`config.mk`:
```
export PLATFORM = sky130hd
export DESIGN_NAME = fetch_stage
export DESIGN_NICKNAME = d
export VERILOG_FILES = /design/src/rtl/fetch_stage.sv
export SDC_FILE = /design/constraint.sdc
export NUM_CORES = 1
export LEC_CHECK = 0
export BUFFER_PORTS_ARGS = -buffer_cell sky130_fd_sc_hd__buf_2
export CAP_MARGIN = 30
export CORE_MARGIN = 5
export CORE_UTILIZATION = 25
export CTS_CLUSTER_SIZE = 10
export DETAILED_ROUTE_END_ITERATION = 7
export GPL_ROUTABILITY_DRIVEN = 0
export PLACE_DENSITY_LB_ADDON = 0.12
export SYNTH_ARGS = -nofsm -noshare
export SYNTH_HDL_FRONTEND = slang
export SYNTH_SLANG_ARGS = --single-unit
```
`constraint.sdc`:
```
create_clock -name clk -period 6.8 [get_ports clk]
set_input_delay 1.02 -clock clk [delete_from_list [all_inputs] [get_ports clk]]
set_output_delay 1.02 -clock clk [all_outputs]
set_load 0.01 [all_outputs]
```
`src/rtl/fetch_stage.sv`:
```
// Instruction fetch stage with F/D pipeline register. Control flow resolves in D
// with one delay slot; stalls freeze PC and F/D, and reset overrides both.
module fetch_stage (
  input  logic        clk,
  input  logic        reset,
  input  logic        stall,
  input  logic [2:0]  d_branch_type,
  input  logic        d_equal,
  input  logic [15:0] d_imm16,
  input  logic [25:0] d_imm26,
  input  logic [31:0] d_rs_data,
  input  logic [31:0] f_instr,
  output logic [31:0] f_pc,
  output logic [31:0] d_instr,
  output logic [31:0] d_pc,
  output logic [31:0] d_pc8,
  output logic        d_valid
);

  typedef enum logic [2:0] {
    BR_NONE = 3'b000,
    BR_BEQ  = 3'b001,
    BR_BNE  = 3'b010,
    BR_J    = 3'b011,
    BR_JR   = 3'b100
  } br_e;

  localparam logic [31:0] RESET_PC = 32'h0000_3000;

  logic [31:0] f_pc_q, f_pc_d;
  logic [31:0] d_instr_q, d_instr_d;
  logic [31:0] d_pc_q, d_pc_d;
  logic        d_valid_q, d_valid_d;

  br_e         br_eff;
  logic [31:0] d_pc_plus4;
  logic [31:0] br_target;
  logic [31:0] npc;

  // An empty F/D slot or a reserved encoding must never redirect fetch.
  always_comb begin
    br_eff = BR_NONE;
    if (d_valid_q && (d_branch_type <= 3'b100)) begin
      br_eff = br_e'(d_branch_type);
    end
  end

  assign d_pc_plus4 = d_pc_q + 32'd4;
  assign br_target  = d_pc_plus4 + {{14{d_imm16[15]}}, d_imm16, 2'b00};

  always_comb begin
    npc = f_pc_q + 32'd4;
    case (br_eff)
      BR_BEQ:  if (d_equal)  npc = br_target;
      BR_BNE:  if (!d_equal) npc = br_target;
      BR_J:    npc = {d_pc_plus4[31:28], d_imm26, 2'b00};
      BR_JR:   npc = d_rs_data;
      default: npc = f_pc_q + 32'd4;
    endcase
  end

  always_comb begin
    f_pc_d    = f_pc_q;
    d_instr_d = d_instr_q;
    d_pc_d    = d_pc_q;
    d_valid_d = d_valid_q;
    if (!stall) begin
      f_pc_d    = npc;
      d_instr_d = f_instr;
      d_pc_d    = f_pc_q;
      d_valid_d = 1'b1;
    end
  end

  always_ff @(posedge clk) begin
    if (reset) begin
      f_pc_q    <= RESET_PC;
      d_instr_q <= 32'h0;
      d_pc_q    <= 32'h0;
      d_valid_q <= 1'b0;
    end else begin
      f_pc_q    <= f_pc_d;
      d_instr_q <= d_instr_d;
      d_pc_q    <= d_pc_d;
      d_valid_q <= d_valid_d;
    end
  end

  assign f_pc    = f_pc_q;
  assign d_instr = d_instr_q;
  assign d_pc    = d_pc_q;
  assign d_valid = d_valid_q;
  assign d_pc8   = d_pc_q + 32'd8;

endmodule

```
==> flow_summary.yaml, run 1 <==
final_layout:
  layout-drive-gt1-share: 0.264
  layout.cells.most_common_list: "sky130_fd_sc_hd__buf_2, sky130_fd_sc_hd__nor2_1, sky130_fd_sc_hd__dfxtp_1"
  mostFrequentLayoutCell: "sky130_fd_sc_hd__buf_2"
  fin_area_um2: 9010
  design.final.nets: 1252
  antenna-diode-count: 0
  finish.cell_count_without_fillers: 1492
  final_core_util: 0.316
  n_fill_cell: 3216
  area_growth_syn_to_fin_pct: 25.3
timing:
  slew_viol_final: 0
  period_minus_slack_ps: 4240
  hold_violations: 0
  rsz0062_at_grt: "false"
  tns_ps: 0
  clock_skew_ps: 7.98
  worst_hold_slack_ps: 492
  final.setup.worst_slack_ps: 2560
  setup_viol_count_final: 0
  min_period_over_period: 0.623
  timing_worst_slew_pin_value_ps: 839
  slew_headroom: 0.436
  max_clock_freq_ghz: 0.236
setup_path:
  crit_path_max_fanout: 7
  worst_endpoint_data_arrival_time_ps: 4530
  endpoint_required_time_on_the_critical_path_ps: 7100
  critical_path_class: "flip-flop to flip-flop"
  worst_r2r_path_depth: 17
  timing.critical_path.from_type: "flip-flop"
  critPathCaptureType: "flip-flop"
clock_tree:
  cts_resized: 0
  cts_max_level: 3
  cts.hold.buffers_added: 0
  cts-buffers-inserted: 9
  clkTransAtPathRegs_ps: 80
  clock_insertion_delay_worst_skew_ps: 360
  cts_max_path_bufs: 2
  cts_tree: "built"
  clk_tree_root_cell: "sky130_fd_sc_hd__clkbuf_16"
  post_cts_buffers: 0
  clkSinkCount: 97
grt:
  grt_first_pass_wirelength_um: 45300
  grt_util_all_layers: 0.175
  grt_overflow_total: 0
  grt_max_degree: 58
  grt_antenna_before_repair: 3
  grt_pass1_vias: 7456
place:
  port_buffers: 241
  placedCellCount: 1476
  placement.cell_area_um2: 8690
  dp_hpwl_um: 22600
  placement.setup.worst_slack_ps: 2550
drt:
  drcViolationCount: 0
  postRouteWirelength_um: 29300
  drtIter0Drc: 408
  wl_per_cell_um: 19.6
  via_count: 7284
  drt_first_pass_iters: 5
  routed_via_count_divided_by_cell_count: 4.88
  count_of_antenna_violating_nets_left_after_detailed_routing: 0
hold_path:
  holdCritPathClass: "flip-flop to flip-flop"
  timing.hold.worst_path_depth: 2
floorplan:
  initial_core_util: 0.252
  die_w_um: 180
  die_height_um: 180
  ioPinCount: 242
  core_region_area_um2: 28500
  std_cell_rows: 62
  fp.dieArea_um2: 32300
pwr:
  p_leak_nw: 4.14
  ir_drop_mv: 0.133
  post-layout-total-power_mw: 1.58
  power_density_nw_per_um2: 176
logic_synthesis:
  asr_flop_ratio_synth: 0
  synth-edff-count: 0
  yosysUniqueCellTypes: 76
  primary_ff_master_synth: "sky130_fd_sc_hd__dfxtp_1"
  synth-seq-area-share: 0.270
  synthesis.area_per_instance_um2: 8.01
  syn_nets: 1047
  post_synth_instance_area_um2: 7190
  yosysWarningCount: 0
  synthesized_instance_count: 898
  yosys_register_bits: 97
run:
  max_cap_viol_count: 0
status:
  outcome: "finished, final reports clean"
## layer usage
layer  track usage  up-vias  routed length (µm)
li1              -     3609                   -
met5             0        -                  34
met2         0.284      241               13100
met4        0.0323        6                 296
met3        0.0489       27                1970
met1         0.237     3401               13900
## state kept, by name, indices dropped and copies added (netlist names)
name	count
d_instr	32
d_pc	32
d_valid	1
f_pc	32
## worst paths after layout
kind	from	slack (ps)	end
max	d_pc[4]$_SDFFE_PP0N_	2560	f_pc[29]$_SDFFE_PP0N_
min	d_instr[14]$_SDFFE_PP0N_	490	d_instr[14]$_SDFFE_PP0N_
max reg2reg	d_pc[4]$_SDFFE_PP0N_	2560	f_pc[29]$_SDFFE_PP0N_
min reg2reg	d_instr[14]$_SDFFE_PP0N_	490	d_instr[14]$_SDFFE_PP0N_
## cells in the mapped netlist (4+ instances only)
master	n	area, µm²
sky130_fd_sc_hd__nor3_1	18	90.1
sky130_fd_sc_hd__ha_1	35	438
sky130_fd_sc_hd__o31ai_1	4	30.0
sky130_fd_sc_hd__dfxtp_1	97	1940
sky130_fd_sc_hd__o21ai_0	42	210
sky130_fd_sc_hd__nor2_1	140	526
sky130_fd_sc_hd__and3_1	11	68.8
sky130_fd_sc_hd__nand2b_1	7	43.8
sky130_fd_sc_hd__and4_1	5	43.8
sky130_fd_sc_hd__o211ai_1	6	45.0
sky130_fd_sc_hd__a211oi_1	8	60.1
sky130_fd_sc_hd__o21a_1	7	52.6
sky130_fd_sc_hd__mux2i_1	67	671
sky130_fd_sc_hd__xor2_1	39	342
sky130_fd_sc_hd__o21ai_1	4	20.0
sky130_fd_sc_hd__xnor2_1	61	534
sky130_fd_sc_hd__nand4_1	14	87.6
sky130_fd_sc_hd__a21oi_1	49	245
sky130_fd_sc_hd__and2_1	7	43.8
sky130_fd_sc_hd__clkbuf_1	41	154
sky130_fd_sc_hd__a221oi_1	25	219
sky130_fd_sc_hd__nand3_1	32	160
sky130_fd_sc_hd__buf_4	5	37.5
sky130_fd_sc_hd__nand2_1	68	255
sky130_fd_sc_hd__a21o_1	8	60.1
sky130_fd_sc_hd__a22oi_1	4	30.0
sky130_fd_sc_hd__inv_1	18	67.6
## cells by family after synthesis
| group | Yosys count | synth area share |
|---|---|---|
| adder cells (fa/ha/maj) | 36 | 0.0637 |
| multiplexers | 67 | 0.0932 |
| flip-flops | 97 | 0.270 |
| AND/OR/NAND/NOR | 327 | 0.216 |
| buffers and inverters | 75 | 0.0475 |
| XOR/XNOR | 100 | 0.122 |
| AO/OA/AOI/OAI | 196 | 0.188 |
## power breakdown
| part | internal [mW] | switching, mW | total [mW] | leakage [nW] |
|---|---|---|---|---|
| Combinational | 0.155 | 0.203 | 0.358 | 3.19 |
| Clock | 0.298 | 0.274 | 0.572 | 0.157 |
| Sequential | 0.601 | 0.0528 | 0.653 | 0.797 |
## area by class of cell
cell class	instances	area [µm²]	share of cell area
inverters	19	71.3	0.00791
repair buffers	250	1290	0.143
clock inverters	7	97.6	0.0108
clock buffers	9	225	0.0250
flip-flops and latches	97	1940	0.215
multi-input cells	726	4910	0.545
well taps	384	480	0.0533
## critical path, cell delays in order, from the launching register on
cell	delay, ps
sky130_fd_sc_hd__dfxtp_1	450
sky130_fd_sc_hd__ha_1	320
sky130_fd_sc_hd__nand3_4	140
sky130_fd_sc_hd__nor4_4	550
sky130_fd_sc_hd__and4_4	350
sky130_fd_sc_hd__and2_1	180
sky130_fd_sc_hd__nand2_1	100
sky130_fd_sc_hd__nor2_1	250
sky130_fd_sc_hd__nand2_1	110
sky130_fd_sc_hd__xnor2_1	140
sky130_fd_sc_hd__ha_1	410
sky130_fd_sc_hd__nand2_1	130
sky130_fd_sc_hd__o21ai_0	180
sky130_fd_sc_hd__a21oi_1	80
sky130_fd_sc_hd__o21ai_0	150
sky130_fd_sc_hd__a41oi_1	90
sky130_fd_sc_hd__a2111o_1	450
sky130_fd_sc_hd__o21ai_2	100
No activity file was read; power rests on OpenSTA's default activity.
==> run 2: changes to the inputs <==
--- a/config.mk
+++ b/config.mk
@@ -5,6 +5,7 @@
 export SDC_FILE = /design/constraint.sdc
 export NUM_CORES = 1
 export LEC_CHECK = 0
+export ABC_AREA = 1
 export BUFFER_PORTS_ARGS = -buffer_cell sky130_fd_sc_hd__buf_2
 export CAP_MARGIN = 30
 export CORE_MARGIN = 5
==> constraint.sdc (replaced) <==
create_clock -name clk -period 3.97 [get_ports clk]
set_input_delay 0.5955 -clock clk [delete_from_list [all_inputs] [get_ports clk]]
set_output_delay 0.5955 -clock clk [all_outputs]
set_load 0.01 [all_outputs]
==> flow_summary.yaml, run 2 <==
clock_tree:
  clkSinkCount: 97
  cts-buffers-inserted: 9
  cts_max_level: 3
  clock_insertion_delay_worst_skew_ps: 360
  cts_max_path_bufs: 2
  cts.hold.buffers_added: 0
  cts_tree: "built"
  post_cts_buffers: 0
  clk_tree_root_cell: "sky130_fd_sc_hd__clkbuf_16"
  clkTransAtPathRegs_ps: 90
setup_path:
  critical_path_class: "flip-flop to flip-flop"
  endpoint_required_time_on_the_critical_path_ps: 4230
  slowest_delay_ps: 460
  crit_path_max_fanout: 5
  critPathCaptureType: "flip-flop"
  timing.critical_path.mode_cell: "sky130_fd_sc_hd__nand2_1"
  ordered_cell_list_for_the_critical_path: "buf_4 -> nand2_1 -> nor2_2 -> nand2_1 -> nor4_2 -> nand3_1 -> xor2_1 -> ha_1 -> nand2_1 -> nor3_1 -> and2_1 -> nand2_1 -> nand2_1 -> nand2_1 -> nand3_1 -> nand4_1 -> nand2_1 -> inv_1"
  timing.critical_path.from_type: "flip-flop"
  startpoint: "d_pc[19]$_SDFFE_PP0N_"
  worst-r2r-setup-slack_ps: 320
  crit-reg2reg-launch: "d_pc[19]$_SDFFE_PP0N_"
  worst_endpoint_data_arrival_time_ps: 3910
  worst_path_cell_with_the_longest_stage_delay: "sky130_fd_sc_hd__dfxtp_1"
logic_synthesis:
  asr_flop_ratio_synth: 0
  yosys.area.top_type: "sky130_fd_sc_hd__dfxtp_1"
  synthDominantCellAreaShare: 0.239
  most_common_cell_in_the_synthesized_netlist: "sky130_fd_sc_hd__nand2_1"
  yosys_register_bits: 97
  post_synth_instance_area_um2: 8120
  synth-seq-area-share: 0.239
  synth-edff-count: 0
  synth_area_leaders: "sky130_fd_sc_hd__dfxtp_1, sky130_fd_sc_hd__nand2_1, sky130_fd_sc_hd__nor2_1"
  synthesized_instance_count: 1374
  syn_nets: 1523
  primary_ff_master_synth: "sky130_fd_sc_hd__dfxtp_1"
  synthesis.area_per_instance_um2: 5.91
  netlist_top_cells_count: "sky130_fd_sc_hd__nand2_1, sky130_fd_sc_hd__nor2_1, sky130_fd_sc_hd__inv_1"
  yosysUniqueCellTypes: 39
  yosysWarningCount: 0
final_layout:
  antenna-diode-count: 0
  register_area_um2: 1940
  mostFrequentLayoutCell: "sky130_fd_sc_hd__nand2_1"
  area_growth_syn_to_fin_pct: 25.2
  design.final.nets: 1753
  finish.cell_count_without_fillers: 2051
  combined_area_of_the_multi_input_logic_cells_um2: 5330
  n_fill_cell: 3732
  layout.cells.most_common_list: "sky130_fd_sc_hd__nand2_1, sky130_fd_sc_hd__buf_2, sky130_fd_sc_hd__nor2_1"
  layout-drive-gt1-share: 0.191
floorplan:
  ioPinCount: 242
  core_region_area_um2: 32300
  die_w_um: 190
  fp.dieArea_um2: 36200
  std_cell_rows: 66
  initial_core_util: 0.252
  die_height_um: 190
drt:
  drtIter0Drc: 644
  drcViolationCount: 0
  drt_first_pass_iters: 5
  postRouteWirelength_um: 39200
  routed_via_count_divided_by_cell_count: 4.70
  via_count: 9634
  count_of_antenna_violating_nets_left_after_detailed_routing: 0
  wl_per_cell_um: 19.1
timing:
  hold_violations: 0
  final.setup.worst_slack_ps: 321
  min_period_over_period: 0.919
  max_clock_freq_ghz: 0.274
  period_minus_slack_ps: 3650
  setup_viol_count_final: 0
  slew_viol_final: 0
  clock_skew_ps: 12.7
  slew_headroom: 0.289
  tns_ps: 0
  timing_worst_slew_pin_value_ps: 1070
  rsz0062_at_grt: "false"
grt:
  grt_overflow_total: 0
  grt_first_pass_wirelength_um: 58300
  grt_util_all_layers: 0.212
  grt_antenna_before_repair: 0
  grt_pass1_vias: 9674
  grt_max_degree: 51
place:
  placedCellCount: 2035
  dp_hpwl_um: 32100
  placement.setup.worst_slack_ps: 50.0
  port_buffers: 241
pwr:
  p_leak_nw: 5.19
  power_density_nw_per_um2: 296
  post-layout-total-power_mw: 3.01
  ir_drop_mv: 0.158
status:
  outcome: "finished, final reports clean"
run:
  max_cap_viol_count: 0
hold_path:
  holdCritPathClass: "input pin to flip-flop"
  worst_hold_startpoint: "f_instr[0]"
[run 2: metal layers]
metal,track usage,up-vias,wire length (µm)
li1,-,4864,-
met1,0.285,4417,17900
met2,0.348,311,17700
met3,0.0403,42,2680
met4,0.0583,0,955
met5,0,-,0
[run 2: through the flow]
step / area (µm²) / hold WS, ps / utilization
after floorplan: 8120 / 504 / -
after global placement: 9870 / 457 / 0.306
after detailed placement: 9870 / 468 / 0.306
after CTS: 10200 / 450 / 0.315
after global routing: 10200 / 470 / 0.315
final: 10200 / 459 / 0.315
[run 2: cells by family (layout without fill, tap and decap cells)]
kind of cell | count (synthesis) | count (layout) | synth area share
DFF | 97 | 97 | 0.239
buffers and inverters | 222 | 457 | 0.106
xor gates and xnor gates | 58 | 58 | 0.0625
muxes | 5 | 5 | 0.00616
adders and majority gates | 36 | 36 | 0.0564
AOI/OAI and AO/OA | 222 | 222 | 0.150
and+or+nand+nor | 734 | 734 | 0.380
[run 2: worst max-delay path: cells and delay by family, from the launching register on]
kind,cells,cell delay (ps)
adder cells (fa/ha/maj),1,390
XOR/XNOR,1,230
flip-flops,1,460
buffers and inverters,2,250
AND/OR/NAND/NOR,14,2240
[run 2: cell type report]
cell class / count / share of cell area
Clock buffer: 9 / 0.0222
Clock inverter: 7 / 0.00591
Inverter: 177 / 0.0653
Multi-Input combinational cell: 1055 / 0.524
Sequential cell: 97 / 0.191
Tap cell: 442 / 0.0544
Timing Repair Buffer: 264 / 0.137
[run 2: worst paths after layout]
kind	endpoint	cells after the start
worst min-delay path	d_instr[0]$_SDFFE_PP0N_	3
worst max-delay path	f_pc[29]$_SDFFE_PP0N_	18
worst max register to register	f_pc[29]$_SDFFE_PP0N_	18
worst min register to register	d_instr[24]$_SDFFE_PP0N_	2
[run 2: timing repair]
action,in CTS,in global routing
endpoints found under the hold margin,0,0
endpoints found under the setup margin,0,5
gates resized for setup,0,2
[run 2: where the power goes]
group	leakage, nW	total (mW)	switching [mW]	internal, mW
Sequential	0.805	1.14	0.0965	1.05
Combinational	4.24	0.935	0.603	0.332
Clock	0.142	0.929	0.487	0.441
